<file path="config.mk">
export PLATFORM = sky130hd
export DESIGN_NAME = i2c_arbiter_flat
export DESIGN_NICKNAME = d
export VERILOG_FILES = /design/src/rtl/breakout_pkg.sv /design/src/rtl/i2c_arbiter_if.sv /design/src/rtl/rr_select.sv /design/src/rtl/i2c_arbiter.sv /design/src/flat_wrapper.sv
export SDC_FILE = /design/constraint.sdc
export NUM_CORES = 1
export LEC_CHECK = 0
export BUFFER_PORTS_ARGS = -buffer_cell sky130_fd_sc_hd__buf_2
export CAP_MARGIN = 40
export CELL_PAD_IN_SITES_DETAIL_PLACEMENT = 1
export CELL_PAD_IN_SITES_GLOBAL_PLACEMENT = 1
export CORE_MARGIN = 10
export CORE_UTILIZATION = 39
export CTS_CLUSTER_DIAMETER = 80
export CTS_CLUSTER_SIZE = 16
export DETAILED_ROUTE_END_ITERATION = 16
export HOLD_SLACK_MARGIN = 0.06
export PLACE_DENSITY_LB_ADDON = 0.08
export SKIP_LAST_GASP = 1
export SYNTH_ARGS = -nofsm -noshare
export SYNTH_HDL_FRONTEND = slang
export SYNTH_SLANG_ARGS = --single-unit
</file>
<file path="constraint.sdc">
create_clock -name i_clk -period 9 [get_ports i_clk]
set_input_delay 0.9 -clock i_clk [delete_from_list [all_inputs] [get_ports i_clk]]
set_output_delay 0.9 -clock i_clk [all_outputs]
set_load 0.05 [all_outputs]
</file>
<file path="src/rtl/breakout_pkg.sv">
// Shared types for the I2C arbiter: the requester descriptor layout and the FSM state encoding.
package breakout_pkg;

  localparam int DESC_W = 24;

  // Bit layout MSB..LSB: dev_addr[23:17], rw[16], reg_addr[15:8], wdata[7:0].
  typedef struct packed {
    logic [6:0] dev_addr;
    logic       rw;
    logic [7:0] reg_addr;
    logic [7:0] wdata;
  } desc_t;

  typedef enum logic [2:0] {
    IDLE  = 3'd0,
    START = 3'd1,
    WAIT  = 3'd2,
    RESP  = 3'd3,
    GAP   = 3'd4
  } arb_state_e;

endpackage

</file>
<file path="src/rtl/i2c_arbiter_if.sv">
// Requester-side and master-side signals of the I2C arbiter.
// The slave modport is the arbiter; the master modport is whoever drives requests and the I2C master status.
interface i2c_arbiter_if #(
  parameter int NUM_REQ = 4
) ();

  logic [NUM_REQ-1:0]                      i_req;
  logic [NUM_REQ*breakout_pkg::DESC_W-1:0] i_desc;
  logic [NUM_REQ-1:0]                      o_ack;
  logic [7:0]                              o_rdata;
  logic                                    o_err;
  logic [NUM_REQ-1:0]                      o_grant;
  logic                                    o_m_start;
  logic [breakout_pkg::DESC_W-1:0]         o_m_desc;
  logic                                    i_m_done;
  logic                                    i_m_nack;
  logic [7:0]                              i_m_rdata;

  modport slave (
    input  i_req, i_desc, i_m_done, i_m_nack, i_m_rdata,
    output o_ack, o_rdata, o_err, o_grant, o_m_start, o_m_desc
  );

  modport master (
    output i_req, i_desc, i_m_done, i_m_nack, i_m_rdata,
    input  o_ack, o_rdata, o_err, o_grant, o_m_start, o_m_desc
  );

endinterface

</file>
<file path="src/rtl/rr_select.sv">
// Combinational round-robin picker: one-hot winner, searching upward from the bit above ptr_i and wrapping.
module rr_select #(
  parameter int NUM_REQ = 4,
  parameter int IDX_W   = 2
) (
  input  logic [NUM_REQ-1:0] req_i,
  input  logic [IDX_W-1:0]   ptr_i,
  output logic [NUM_REQ-1:0] onehot_o
);

  logic             found;
  logic [IDX_W-1:0] idx;

  always_comb begin
    onehot_o = '0;
    found    = 1'b0;
    idx      = '0;
    for (int i = 1; i <= NUM_REQ; i++) begin
      idx = IDX_W'((int'(ptr_i) + i) % NUM_REQ);
      if (!found && req_i[idx]) begin
        onehot_o[idx] = 1'b1;
        found         = 1'b1;
      end
    end
  end

endmodule

</file>
<file path="src/rtl/i2c_arbiter.sv">
// Shares one I2C master among NUM_REQ requesters, round-robin, one transaction at a time with a bus-free gap.
// Request to o_m_start is 2 cycles on an idle bus; WAIT ends on i_m_done or after TIMEOUT_CLKS cycles.
module i2c_arbiter
  import breakout_pkg::*;
#(
  parameter int NUM_REQ      = 4,
  parameter int CLK_RATE_HZ  = 60_000_000,
  parameter int TIMEOUT_CLKS = 60_000,
  parameter int GAP_CLKS     = 150
) (
  input  logic          i_clk,
  input  logic          i_reset,
  i2c_arbiter_if.slave  bus
);

  localparam int IDX_W = (NUM_REQ > 1) ? $clog2(NUM_REQ) : 1;
  localparam int TMO_W = $clog2(TIMEOUT_CLKS);
  localparam int GAP_W = (GAP_CLKS > 1) ? $clog2(GAP_CLKS) : 1;

  localparam logic [IDX_W-1:0] PTR_RST  = IDX_W'(NUM_REQ - 1);
  localparam logic [TMO_W-1:0] TMO_LAST = TMO_W'(TIMEOUT_CLKS - 1);
  localparam logic [GAP_W-1:0] GAP_LAST = GAP_W'(GAP_CLKS - 1);

  if (TIMEOUT_CLKS < 2 || GAP_CLKS < 1 || CLK_RATE_HZ < 1) begin : g_bad_params
    $error("i2c_arbiter: needs TIMEOUT_CLKS>=2, GAP_CLKS>=1, CLK_RATE_HZ>=1");
  end

  arb_state_e         state_q, state_d;
  logic [IDX_W-1:0]   ptr_q, ptr_d;
  logic [IDX_W-1:0]   owner_q, owner_d;
  logic [NUM_REQ-1:0] grant_q, grant_d;
  desc_t              desc_q, desc_d;
  logic [7:0]         rdata_q, rdata_d;
  logic               err_q, err_d;
  logic [TMO_W-1:0]   tmo_q, tmo_d;
  logic [GAP_W-1:0]   gap_q, gap_d;

  logic [NUM_REQ-1:0] win;
  logic [IDX_W-1:0]   win_idx;
  desc_t              win_desc;

  rr_select #(
    .NUM_REQ (NUM_REQ),
    .IDX_W   (IDX_W)
  ) u_rr_select (
    .req_i    (bus.i_req),
    .ptr_i    (ptr_q),
    .onehot_o (win)
  );

  always_comb begin
    win_idx  = '0;
    win_desc = '0;
    for (int i = 0; i < NUM_REQ; i++) begin
      if (win[i]) begin
        win_idx  = IDX_W'(i);
        win_desc = bus.i_desc[i*DESC_W +: DESC_W];
      end
    end
  end

  always_comb begin
    state_d = state_q;
    ptr_d   = ptr_q;
    owner_d = owner_q;
    grant_d = grant_q;
    desc_d  = desc_q;
    rdata_d = rdata_q;
    err_d   = err_q;
    tmo_d   = tmo_q;
    gap_d   = gap_q;

    case (state_q)
      IDLE: begin
        if (|bus.i_req) begin
          grant_d = win;
          owner_d = win_idx;
          desc_d  = win_desc;
          state_d = START;
        end
      end
      START: begin
        tmo_d   = '0;
        state_d = WAIT;
      end
      WAIT: begin
        // A completion arriving on the timeout cycle still wins.
        if (bus.i_m_done) begin
          rdata_d = bus.i_m_rdata;
          err_d   = bus.i_m_nack;
          state_d = RESP;
        end else if (tmo_q == TMO_LAST) begin
          rdata_d = '0;
          err_d   = 1'b1;
          state_d = RESP;
        end else begin
          tmo_d = tmo_q + 1'b1;
        end
      end
      RESP: begin
        ptr_d   = owner_q;
        grant_d = '0;
        gap_d   = '0;
        state_d = GAP;
      end
      GAP: begin
        if (gap_q == GAP_LAST) begin
          state_d = IDLE;
        end else begin
          gap_d = gap_q + 1'b1;
        end
      end
      default: begin
        grant_d = '0;
        state_d = IDLE;
      end
    endcase
  end

  always_ff @(posedge i_clk or negedge i_reset) begin
    if (!i_reset) begin
      state_q <= IDLE;
      ptr_q   <= PTR_RST;
      owner_q <= '0;
      grant_q <= '0;
      desc_q  <= '0;
      rdata_q <= '0;
      err_q   <= 1'b0;
      tmo_q   <= '0;
      gap_q   <= '0;
    end else begin
      state_q <= state_d;
      ptr_q   <= ptr_d;
      owner_q <= owner_d;
      grant_q <= grant_d;
      desc_q  <= desc_d;
      rdata_q <= rdata_d;
      err_q   <= err_d;
      tmo_q   <= tmo_d;
      gap_q   <= gap_d;
    end
  end

  assign bus.o_m_start = (state_q == START);
  assign bus.o_m_desc  = desc_q;
  assign bus.o_grant   = grant_q;
  assign bus.o_ack     = (state_q == RESP) ? grant_q : '0;
  assign bus.o_rdata   = (state_q == RESP) ? rdata_q : '0;
  assign bus.o_err     = (state_q == RESP) ? err_q   : 1'b0;

endmodule

</file>
<file path="src/flat_wrapper.sv">
// flat-port wrapper written by rule: the top's interface ports become plain ports
module i2c_arbiter_flat import breakout_pkg::*;
#(
  parameter int NUM_REQ      = 4,
  parameter int CLK_RATE_HZ  = 60_000_000,
  parameter int TIMEOUT_CLKS = 60_000,
  parameter int GAP_CLKS     = 150
)
  (i_clk, i_reset, bus_i_req, bus_i_desc, bus_i_m_done, bus_i_m_nack, bus_i_m_rdata, bus_o_ack, bus_o_rdata, bus_o_err, bus_o_grant, bus_o_m_start, bus_o_m_desc);
  i2c_arbiter_if #(.NUM_REQ(NUM_REQ)) bus_i ();
  input  logic i_clk;
  input  logic i_reset;
  input wire logic [$bits(bus_i.i_req)-1:0] bus_i_req;
  input wire logic [$bits(bus_i.i_desc)-1:0] bus_i_desc;
  input wire logic [$bits(bus_i.i_m_done)-1:0] bus_i_m_done;
  input wire logic [$bits(bus_i.i_m_nack)-1:0] bus_i_m_nack;
  input wire logic [$bits(bus_i.i_m_rdata)-1:0] bus_i_m_rdata;
  output wire logic [$bits(bus_i.o_ack)-1:0] bus_o_ack;
  output wire logic [$bits(bus_i.o_rdata)-1:0] bus_o_rdata;
  output wire logic [$bits(bus_i.o_err)-1:0] bus_o_err;
  output wire logic [$bits(bus_i.o_grant)-1:0] bus_o_grant;
  output wire logic [$bits(bus_i.o_m_start)-1:0] bus_o_m_start;
  output wire logic [$bits(bus_i.o_m_desc)-1:0] bus_o_m_desc;
  assign bus_i.i_req = bus_i_req;
  assign bus_i.i_desc = bus_i_desc;
  assign bus_i.i_m_done = bus_i_m_done;
  assign bus_i.i_m_nack = bus_i_m_nack;
  assign bus_i.i_m_rdata = bus_i_m_rdata;
  assign bus_o_ack = bus_i.o_ack;
  assign bus_o_rdata = bus_i.o_rdata;
  assign bus_o_err = bus_i.o_err;
  assign bus_o_grant = bus_i.o_grant;
  assign bus_o_m_start = bus_i.o_m_start;
  assign bus_o_m_desc = bus_i.o_m_desc;
  i2c_arbiter #(.NUM_REQ(NUM_REQ), .CLK_RATE_HZ(CLK_RATE_HZ), .TIMEOUT_CLKS(TIMEOUT_CLKS), .GAP_CLKS(GAP_CLKS)) u_core (.i_clk(i_clk), .i_reset(i_reset), .bus(bus_i));
endmodule
</file>
==> flow_metrics.py, run 1 <==
metrics = {
    "floorplanning": {
        "initial_core_util_pct": 39.6,
        "fp.dieArea_sq_um": 14800,
        "fp.dieH_microns": 122,
        "die_w_microns": 122,
        "coreArea_sq_um": 10200,
        "num_rows": 37,
        "io_pins": 154,
    },
    "routing": {
        "wl_per_cell_microns": 19.5,
        "drt-total-wl_microns": 14000,
        "drt_iter0_markers": 243,
        "ant_nets": 0,
        "num_vias": 3986,
        "routed_via_density": 5.55,
        "drc": 0,
        "dr.pass1.iters": 4,
    },
    "worst_setup_path": {
        "path_class": "flip-flop to flip-flop",
        "critPathCaptureType": "flip-flop",
        "r2r_start": "u_core.ptr_q[0]",
        "ff2ff_path_depth": 10,
        "crit_required_ns": 9.23,
        "critPathLaunchType": "flip-flop",
        "cp.arrival_ns": 3.90,
        "worstPathMaxFanout": 24,
        "r2r-end": "u_core.bus.o_m_desc[11]",
        "rrSetupSlack_ns": 5.33,
    },
    "logic_synthesis": {
        "synth.distinct_cells": 55,
        "synth_cells": 428,
        "ys_async_sr_fraction_pct": 100,
        "yosysSeqAreaShare_pct": 42.3,
        "synth_area_leaders": "dfrtp_1 (41%), a21oi_1 (6.5%), a221o_1 (5.7%)",
        "syn_avg_cell_area_sq_um": 9.41,
        "syn_nets": 551,
        "synth_top_area_share_pct": 41.0,
        "yosysTopAreaCell": "dfrtp_1",
        "synth_edf_count": 0,
        "synth_seq_cells": 68,
        "yosys_warnings": 0,
        "synth_area_sq_um": 4030,
        "ys.flop_type": "dfrtp_1",
    },
    "power": {
        "switching_share_pct": 49.3,
        "p_int_uw": 962,
        "vdd_drop_max_mv": 0.188,
        "p_comb_share_pct": 57.1,
        "power_per_cell_area_nw_per_um2": 364,
        "pwr-share-seq_pct": 26.5,
        "p_leak_uw": 0.00249,
        "power_frac_clock_pct": 16.4,
        "power_switching_uw": 937,
    },
    "cts": {
        "clk_pin_slew_worst_paths_ns": 0.08,
        "htreeDepth": 3,
        "numCtsBuffers": 9,
        "cts_tree": "built",
        "cts_resized": 0,
        "clock-sinks": 68,
        "clock_latency_ns": 0.34,
        "ctsHoldBuffers": 0,
        "post_cts_buffers": 0,
        "clk_path_buf_depth": 2,
        "cts_root_buf": "clkbuf_8",
    },
    "hold_path": {
        "min_path_type": "input port to asynchronous set/reset pin",
    },
    "sta": {
        "max_freq_mhz": 273,
        "fin_setup_tns_ns": 0,
        "maxSlewViolCount": 0,
        "period_share_pct": 40.8,
        "setup_viol": 0,
        "period_minus_slack_ns": 3.67,
        "final_hold_viol_count": 0,
        "rsz0062_at_grt": "false",
        "max_slew_margin_pct": 49.6,
        "fin_worst_skew_ns": 0.0112,
        "whs_ns": 0.478,
        "worst_slew_pin_slew_ns": 0.756,
    },
    "placed_design": {
        "place_area_sq_um": 4970,
        "dpl.hpwl_microns": 10700,
        "portBuffers": 153,
        "place_congestion": 0.875,
    },
    "cells_and_area": {
        "finalNetCount": 699,
        "drive_above_1_share_pct": 33.7,
        "area_growth_pct": 29.6,
        "stdcell_area_sq_um": 5220,
        "final_cell_mix": "buf_2 (154), dfrtp_1 (66), a21oi_1 (52)",
        "final_common_cell": "buf_2",
    },
    "run": {
        "cap_violations": 0,
    },
    "global_routing": {
        "grt_pass1_vias": 4425,
        "grt_max_degree": 60,
        "track_usage_pct": 18.7,
        "grt_overflow": 0,
        "grt_pass1_wl_microns": 22500,
        "antenna_found_initial": 1,
    },
    "outcome": {
        "status": "finished, final reports clean",
    },
}
[power groups by stage]
stage / logic (uW) / registers, uW / clock network (uW)
2_1_floorplan: 647 / 644 / 0
3_3_place_gp: 1030 / 503 / 0
3_5_place_dp: 1100 / 505 / 0
4_1_cts: 1090 / 504 / 320
5_1_grt: 1190 / 519 / 336
6_report: 1080 / 503 / 311
[worst max-delay path, cell delays in order, from the launching register on]
cell	delay [ns]
dfstp_2	0.69
inv_1	0.17
ha_1	0.38
nor3b_1	0.20
nor3_1	0.08
nor3_1	0.57
a221o_1	0.62
buf_8	0.23
nor4_4	0.05
buf_4	0.24
a221o_1	0.32
[how the worst max path moves through the flow]
stage                    start                 endpoint  slack (ns)  cells after the start
6_report       u_core.ptr_q[0]  u_core.bus.o_m_desc[11]        5.33                     10
5_1_grt        u_core.ptr_q[0]  u_core.bus.o_m_desc[15]        5.02                     10
4_1_cts        u_core.ptr_q[0]  u_core.bus.o_m_desc[14]        5.32                     10
3_5_place_dp      bus_i_req[1]  u_core.bus.o_m_desc[12]        5.24                      8
3_3_place_gp      bus_i_req[1]  u_core.bus.o_m_desc[10]        5.21                      7
2_1_floorplan  u_core.ptr_q[0]  u_core.bus.o_m_desc[17]        6.09                     11
[cell usage after synthesis (3+ instances only)]
master    count
a21oi_1      52
a221o_1      23
a221oi_1      4
a22o_1       12
a22oi_1       3
and2_1       14
and3_1        5
and4_1        3
buf_2         7
buf_6         4
clkbuf_1     17
dfrtp_1      66
ha_1         11
inv_1         5
nand2_1      16
nand2b_1      6
nand3_1      34
nand3b_1      4
nand4_1       5
nor2_1       30
nor2b_1       3
nor3_1        6
nor3b_1       3
nor4b_1       5
o21ai_0      35
o21ai_1       3
xnor2_1       3
xor2_1       17
[cells by family (layout without fill, tap and decap cells)]
logic type | count (synthesis) | in the layout | share of synthesized area (%)
compound gates | 144 | 144 | 23.7
xor+xnor | 20 | 20 | 4.35
fa+ha+maj | 11 | 11 | 3.42
buf+inv | 34 | 187 | 4.13
flops | 68 | 68 | 42.3
mux | 3 | 3 | 1.37
other cells | 0 | 1 | 0
simple gates | 148 | 148 | 20.7
[final cells by class]
class                           instances  area, sq um
Inverter                                5         18.8
Timing Repair Buffer                  166          907
Tap cell                              136          170
Clock inverter                          7          124
Multi-Input combinational cell        326         2170
Sequential cell                        68         1700
Antenna cell                            1         2.50
Clock buffer                            9          124
Fill cell                            1230         4960
[sequential cells by signal, summed over array words and instances (netlist names)]
signal	flops
u_core.bus.o_grant	4
u_core.bus.o_m_desc	24
u_core.err_q	1
u_core.gap_q	8
u_core.owner_q	2
u_core.ptr_q	2
u_core.rdata_q	8
u_core.state_q	3
u_core.tmo_q	16
[metal layers]
layer | up-vias | wire, microns | track usage (%)
met5 | - | 0 | 0
li1 | 1898 | - | -
met3 | 25 | 824 | 5.83
met2 | 111 | 7000 | 31.5
met4 | 0 | 388 | 6.86
met1 | 1952 | 5810 | 21.9
[metrics by stage]
stage	util (%)	power [uW]	instances	worst slack, ns
floorplan	-	1290	428	6.09
global placement	47.9	1530	695	5.21
detailed placement	48.8	1600	701	5.24
CTS	51.2	1920	717	5.32
global route	51.3	2040	718	5.02
finish	51.3	1900	718	5.33
Power figures use the tool's default switching activity.
==> run 2, diff against run 1 <==
ABC_AREA = 1   (was not set)
CORE_UTILIZATION = 35   (was 39)
clock period = 3.5 ns   (was 9 ns; I/O delays follow)
==> flow_metrics.py, run 2 <==
metrics = {
    "outcome": {
        "status": "finished, final reports clean",
    },
    "global_routing": {
        "grt_pass1_vias": 5612,
        "grt_overflow": 0,
        "grt_max_degree": 35,
        "track_usage_pct": 19.0,
        "antenna_found_initial": 0,
        "grt.met1_usage_pct": 22.2,
        "met2_usage_pct": 32.4,
        "grtUsageMet3_pct": 5.23,
        "busiest_layer": "met2",
        "grt_pass1_wl_microns": 28000,
    },
    "floorplanning": {
        "initial_core_util_pct": 35.9,
        "fp.dieH_microns": 134,
        "fp.dieArea_sq_um": 18000,
        "coreArea_sq_um": 12700,
        "num_rows": 41,
        "die_w_microns": 134,
        "io_pins": 154,
    },
    "placed_design": {
        "portBuffers": 153,
        "dp_slack_ns": 0.421,
        "dpl.hpwl_microns": 13300,
        "place_area_sq_um": 5540,
        "place_congestion": 0.859,
    },
    "cts": {
        "cts_tree": "built",
        "clk_path_buf_depth": 2,
        "numCtsBuffers": 9,
        "cts_root_buf": "clkbuf_16",
        "clk_pin_slew_worst_paths_ns": 0.06,
        "clock-sinks": 68,
        "cts_resized": 0,
        "htreeDepth": 3,
        "clock_latency_ns": 0.34,
    },
    "cells_and_area": {
        "final_common_cell": "nand2_1",
        "multi_input_area_sq_um": 2460,
        "finalNetCount": 965,
        "fill_cells": 1783,
        "register_area_sq_um": 1700,
        "final_cell_mix": "nand2_1 (257), buf_2 (153), nand3_1 (79)",
        "stdcell_area_sq_um": 5820,
        "num_antenna_cells": 0,
        "area_growth_pct": 27.3,
        "drive_above_1_share_pct": 23.8,
        "largest_reg_flops": 24,
    },
    "sta": {
        "rsz0062_at_grt": "false",
        "period_share_pct": 89.0,
        "fin_worst_skew_ns": 0.00727,
        "period_minus_slack_ns": 3.11,
        "final_hold_viol_count": 0,
        "whs_ns": 0.230,
        "max_slew_margin_pct": 53.0,
        "maxSlewViolCount": 0,
        "max_freq_mhz": 321,
        "setup_viol": 0,
        "worst_slew_pin_slew_ns": 0.700,
        "fin_setup_tns_ns": 0,
        "finalWorstSetupSlack_ns": 0.385,
    },
    "logic_synthesis": {
        "synth.distinct_cells": 33,
        "synth_area_leaders": "dfrtp_1 (36%), nand2_1 (21%), nand3_1 (8.7%)",
        "yosysTopAreaCell": "dfrtp_1",
        "ys.flop_type": "dfrtp_1",
        "syn_nets": 812,
        "synth_top_area_share_pct": 36.2,
        "synth_cells": 689,
        "yosys-top-cells-count": "nand2_1 (257), nand3_1 (79), inv_1 (69)",
        "syn_avg_cell_area_sq_um": 6.63,
        "synth_edf_count": 0,
        "yosysSeqAreaShare_pct": 37.3,
        "synthMostInstantiatedCell": "nand2_1",
        "yosys_warnings": 0,
        "ys_async_sr_fraction_pct": 100,
        "synth_area_sq_um": 4570,
        "synth_seq_cells": 68,
    },
    "worst_setup_path": {
        "crit_required_ns": 3.78,
        "crit_slowest_cell": "dfstp_2",
        "cpPeakStageDelay_ns": 0.61,
        "critPathLaunchType": "flip-flop",
        "path_cells": "inv_1 -> ha_1 -> inv_1 -> nand3_2 -> nand2_4 -> nand2_4 -> inv_2 -> nand3_2 -> nand2_2 -> nor2_4 -> nand2_4 -> nor2_4 -> nand2_1 -> nand2_1 -> nand2_1 -> nand2_1",
        "cpMostUsedCell": "nand2_1",
        "worstPathMaxFanout": 20,
        "cp.arrival_ns": 3.40,
        "path_class": "flip-flop to flip-flop",
        "critPathCaptureType": "flip-flop",
    },
    "routing": {
        "wl_per_cell_microns": 16.6,
        "num_vias": 4970,
        "drt_iter0_markers": 218,
        "drc": 0,
        "drt-total-wl_microns": 17000,
        "dr.pass1.iters": 4,
        "ant_nets": 0,
        "routed_via_density": 4.88,
    },
    "hold_path": {
        "min_path_type": "input port to flip-flop",
    },
    "run": {
        "cap_violations": 0,
    },
    "power": {
        "pwr-share-seq_pct": 21.9,
        "power_switching_uw": 3060,
        "power_per_cell_area_nw_per_um2": 948,
        "p_comb_share_pct": 62.8,
        "power_frac_clock_pct": 15.3,
        "vdd_drop_max_mv": 0.499,
        "switching_share_pct": 55.4,
        "p_leak_uw": 0.00316,
        "p_int_uw": 2460,
    },
}
==> run 2: changes by cell type after synthesis, moves of 9 or more <==
cell,previous run,this run
nand2_1,16,257
inv_1,5,69
nand3_1,34,79
nor2_1,30,63
a21oi_1,52,20
a221o_1,23,0
and2_1,14,0
a22o_1,12,0
clkbuf_1,17,8
o21ai_0,35,26
xor2_1,17,8
==> run 2: power groups by stage <==
stage               clock, uW  combinational [uW]  sequential [uW]
floorplan                   0                2130             1650
global placement            0                3380             1210
detailed placement          0                3490             1210
CTS                       870                3510             1210
global route              898                3890             1240
finish                    844                3460             1210
==> run 2: cell families (layout without fill, tap and decap cells) <==
group | Yosys count | after routing | synth area share, %
AO/OA/AOI/OAI | 56 | 56 | 6.63
XOR/XNOR | 9 | 9 | 1.73
adder cells (fa/ha/maj) | 11 | 11 | 3.01
buffers and inverters | 100 | 258 | 8.93
flip-flops | 68 | 68 | 37.3
multiplexers | 1 | 1 | 0.246
AND/OR/NAND/NOR | 444 | 444 | 42.2
==> run 2: cell type report <==
| type | instances | share of cell area, % |
|---|---|---|
| Multi-Input combinational cell | 521 | 42.4 |
| Sequential cell | 68 | 29.3 |
| Timing Repair Buffer | 164 | 15.1 |
| Inverter | 78 | 5.03 |
| Clock buffer | 14 | 4.37 |
| Tap cell | 172 | 3.70 |
| Clock inverter | 2 | 0.172 |
==> run 2: repair_timing <==
action / in CTS / in global routing
endpoints found under the hold margin: 66 / 0
buffers inserted: 0 / 0
hold buffers: 1 / 0
==> run 2: worst max-delay path: cells and delay by family (launching register included) <==
kind	cells	cell delay, ns
adder cells (fa/ha/maj)	1	0.37
buffers and inverters	3	0.31
flip-flops	1	0.61
AND/OR/NAND/NOR	12	1.75
==> run 2: final timing paths <==
check	start	to	slack (ns)	cells past startpoint
worst max register to register	u_core.ptr_q[1]	u_core.bus.o_m_desc[7]	0.39	16
min in group asynchronous	i_reset	u_core.rdata_q[2]	0.57	3
worst min register to register	u_core.tmo_q[5]	u_core.tmo_q[5]	0.47	1
worst min-delay path	bus_i_m_rdata[0]	u_core.rdata_q[0]	0.23	3
worst max-delay path	u_core.ptr_q[1]	u_core.bus.o_m_desc[7]	0.39	16
max in group asynchronous	i_reset	u_core.ptr_q[0]	2.68	3
==> run 2: metrics by stage <==
stage / util, % / total power [uW] / cells
4_1_cts: 45.7 / 5590 / 1019
5_1_grt: 45.7 / 6030 / 1019
2_1_floorplan: - / 3780 / 689
3_3_place_gp: 43.4 / 4580 / 1001
6_report: 45.7 / 5510 / 1019
3_5_place_dp: 43.6 / 4710 / 1002
==> run 2: layer usage <==
metal	share of wire (%)	wire length [microns]	up-vias
li1	-	-	2487
met1	44	7460	2329
met2	48	8100	132
met3	6.1	1040	22
met4	2.1	359	0
met5	0	0	-
==> run 3, diff against run 2 <==
CORE_MARGIN = 4   (was 10)
RECOVER_POWER = 100   (was not set)
==> flow_metrics.py, run 3 (synthesis results as in run 2) <==
metrics = {
    "cells_and_area": {
        "final_cell_mix": "nand2_1 (258), buf_2 (110), nand3_1 (79)",
        "drive_above_1_share_pct": 18.3,
        "register_area_sq_um": 1700,
        "area_growth_pct": 25.3,
        "stdcell_area_sq_um": 5720,
        "largest_reg_flops": 24,
        "finalNetCount": 963,
        "fill_cells": 1768,
        "multi_input_area_sq_um": 2460,
        "final_common_cell": "nand2_1",
    },
    "worst_setup_path": {
        "path_class": "flip-flop to flip-flop",
        "crit_required_ns": 3.77,
        "path_depth": 16,
        "worstPathMaxFanout": 26,
        "cp.arrival_ns": 3.39,
        "cpMostUsedCell": "nand2_1",
        "critPathTopFamily": "simple AND/OR/NAND/NOR gates",
        "cpPeakStageDelay_ns": 0.67,
        "critPathCaptureType": "flip-flop",
        "critPathLaunchType": "flip-flop",
        "ff2ff_path_depth": 16,
        "path_buf_inv": 4,
        "crit_slowest_cell": "dfstp_1",
        "path_cells": "inv_1 -> ha_1 -> inv_1 -> nand3_2 -> nand2_4 -> nand2_4 -> inv_2 -> nand3_1 -> nand3_4 -> inv_2 -> nand2_4 -> nor2_4 -> nand2_1 -> nand2_1 -> nand2_1 -> nand2_1",
    },
    "run": {
        "cap_violations": 0,
    },
    "routing": {
        "drt_iter0_markers": 177,
        "drt-total-wl_microns": 15800,
        "wl_per_cell_microns": 15.6,
        "num_vias": 4998,
        "drc": 0,
        "routed_via_density": 4.91,
        "dr.pass1.iters": 4,
        "ant_nets": 0,
    },
    "cts": {
        "htreeDepth": 3,
        "clock-sinks": 68,
        "clk_path_buf_depth": 2,
        "numCtsBuffers": 9,
        "cts_resized": 0,
        "cts_root_buf": "clkbuf_16",
        "cts_tree": "built",
        "clk_pin_slew_worst_paths_ns": 0.06,
        "clock_latency_ns": 0.34,
    },
    "placed_design": {
        "dp_slack_ns": 0.505,
        "place_congestion": 0.845,
        "portBuffers": 153,
        "dpl.hpwl_microns": 12100,
        "place_area_sq_um": 5520,
    },
    "power": {
        "p_leak_uw": 0.00298,
        "vdd_drop_max_mv": 0.554,
        "finalPower_uw": 5440,
        "power_per_cell_area_nw_per_um2": 951,
    },
    "floorplanning": {
        "initial_core_util_pct": 35.9,
        "num_rows": 41,
        "die_w_microns": 122,
        "fp.dieArea_sq_um": 14900,
        "io_pins": 154,
        "coreArea_sq_um": 12700,
        "fp.dieH_microns": 122,
    },
    "sta": {
        "period_share_pct": 89.1,
        "finalWorstSetupSlack_ns": 0.382,
        "fin_worst_skew_ns": 0.00861,
        "max_slew_margin_pct": 14.0,
        "worst_slew_pin_slew_ns": 1.29,
        "max_freq_mhz": 321,
        "period_minus_slack_ns": 3.12,
        "fin_setup_tns_ns": 0,
        "maxSlewViolCount": 0,
        "final_hold_viol_count": 0,
        "rsz0062_at_grt": "false",
        "setup_viol": 0,
    },
    "global_routing": {
        "grt.met1_usage_pct": 26.6,
        "grt_pass1_wl_microns": 26100,
        "antenna_found_initial": 2,
        "met2_usage_pct": 39.1,
        "busiest_layer": "met2",
        "track_usage_pct": 22.1,
        "grtUsageMet3_pct": 5.07,
        "grt_pass1_vias": 5373,
        "grt_max_degree": 48,
        "grt_overflow": 0,
    },
    "hold_path": {
        "holdPathStages": 3,
        "min_path_type": "input port to flip-flop",
    },
    "outcome": {
        "status": "finished, final reports clean",
    },
}
run 3: path summary, 6_finish.rpt:
kind                            slack, ns                      end             start
max in group asynchronous            0.86          u_core.tmo_q[8]           i_reset
worst min-delay path                 0.24        u_core.rdata_q[2]  bus_i_m_rdata[2]
worst max register to register       0.38  u_core.bus.o_m_desc[23]   u_core.ptr_q[1]
worst max-delay path                 0.38  u_core.bus.o_m_desc[23]   u_core.ptr_q[1]
min in group asynchronous            0.78          u_core.gap_q[5]           i_reset
worst min register to register       0.48          u_core.tmo_q[5]   u_core.tmo_q[5]
run 3: repair_timing:
| item | in CTS | in global routing |
|---|---|---|
| hold buffers | 1 | 0 |
| setup buffers | 0 | 0 |
| endpoints found under the hold margin | 21 | 0 |
| endpoints found under the setup margin | 0 | 0 |
run 3: worst min-delay path: cells and delay by family:
| family | cells | cell delay (ns) |
|---|---|---|
| buffers and inverters | 1 | 0.07 |
| AND/OR/NAND/NOR | 1 | 0.04 |
| AO/OA/AOI/OAI | 1 | 0.07 |
run 3: area by class of cell:
cell class	instances	area share [%]
multi-input combinational	521	43.0
sequential	68	29.8
timing repair buffer	162	13.5
inverter	78	5.11
clock buffer	12	4.66
tap	172	3.76
clock inverter	2	0.175
antenna	2	0.0874
run 3: power by group:
group | leakage, uW | total [uW] | internal (uW) | switching (uW)
combinational | 0.00197 | 3380 | 841 | 2540
sequential | 0.000878 | 1210 | 1050 | 155
clock | 0.000140 | 858 | 527 | 331
total | 0.00298 | 5440 | 2420 | 3020
run 3: metrics by stage:
stage / util, % / hold slack, ns / instances
after floorplan: - / 0.0544 / 689
after global placement: 43.2 / 0.451 / 999
after detailed placement: 43.4 / 0.272 / 1000
after CTS: 45.7 / 0.230 / 1015
after global routing: 45.0 / 0.252 / 1016
final: 45.0 / 0.240 / 1017
run 3: per-layer routing:
layer	vias to the layer above	share of wire [%]
met2	138	50
met4	2	1.4
li1	2492	-
met3	19	6.1
met1	2347	42
met5	-	0.044
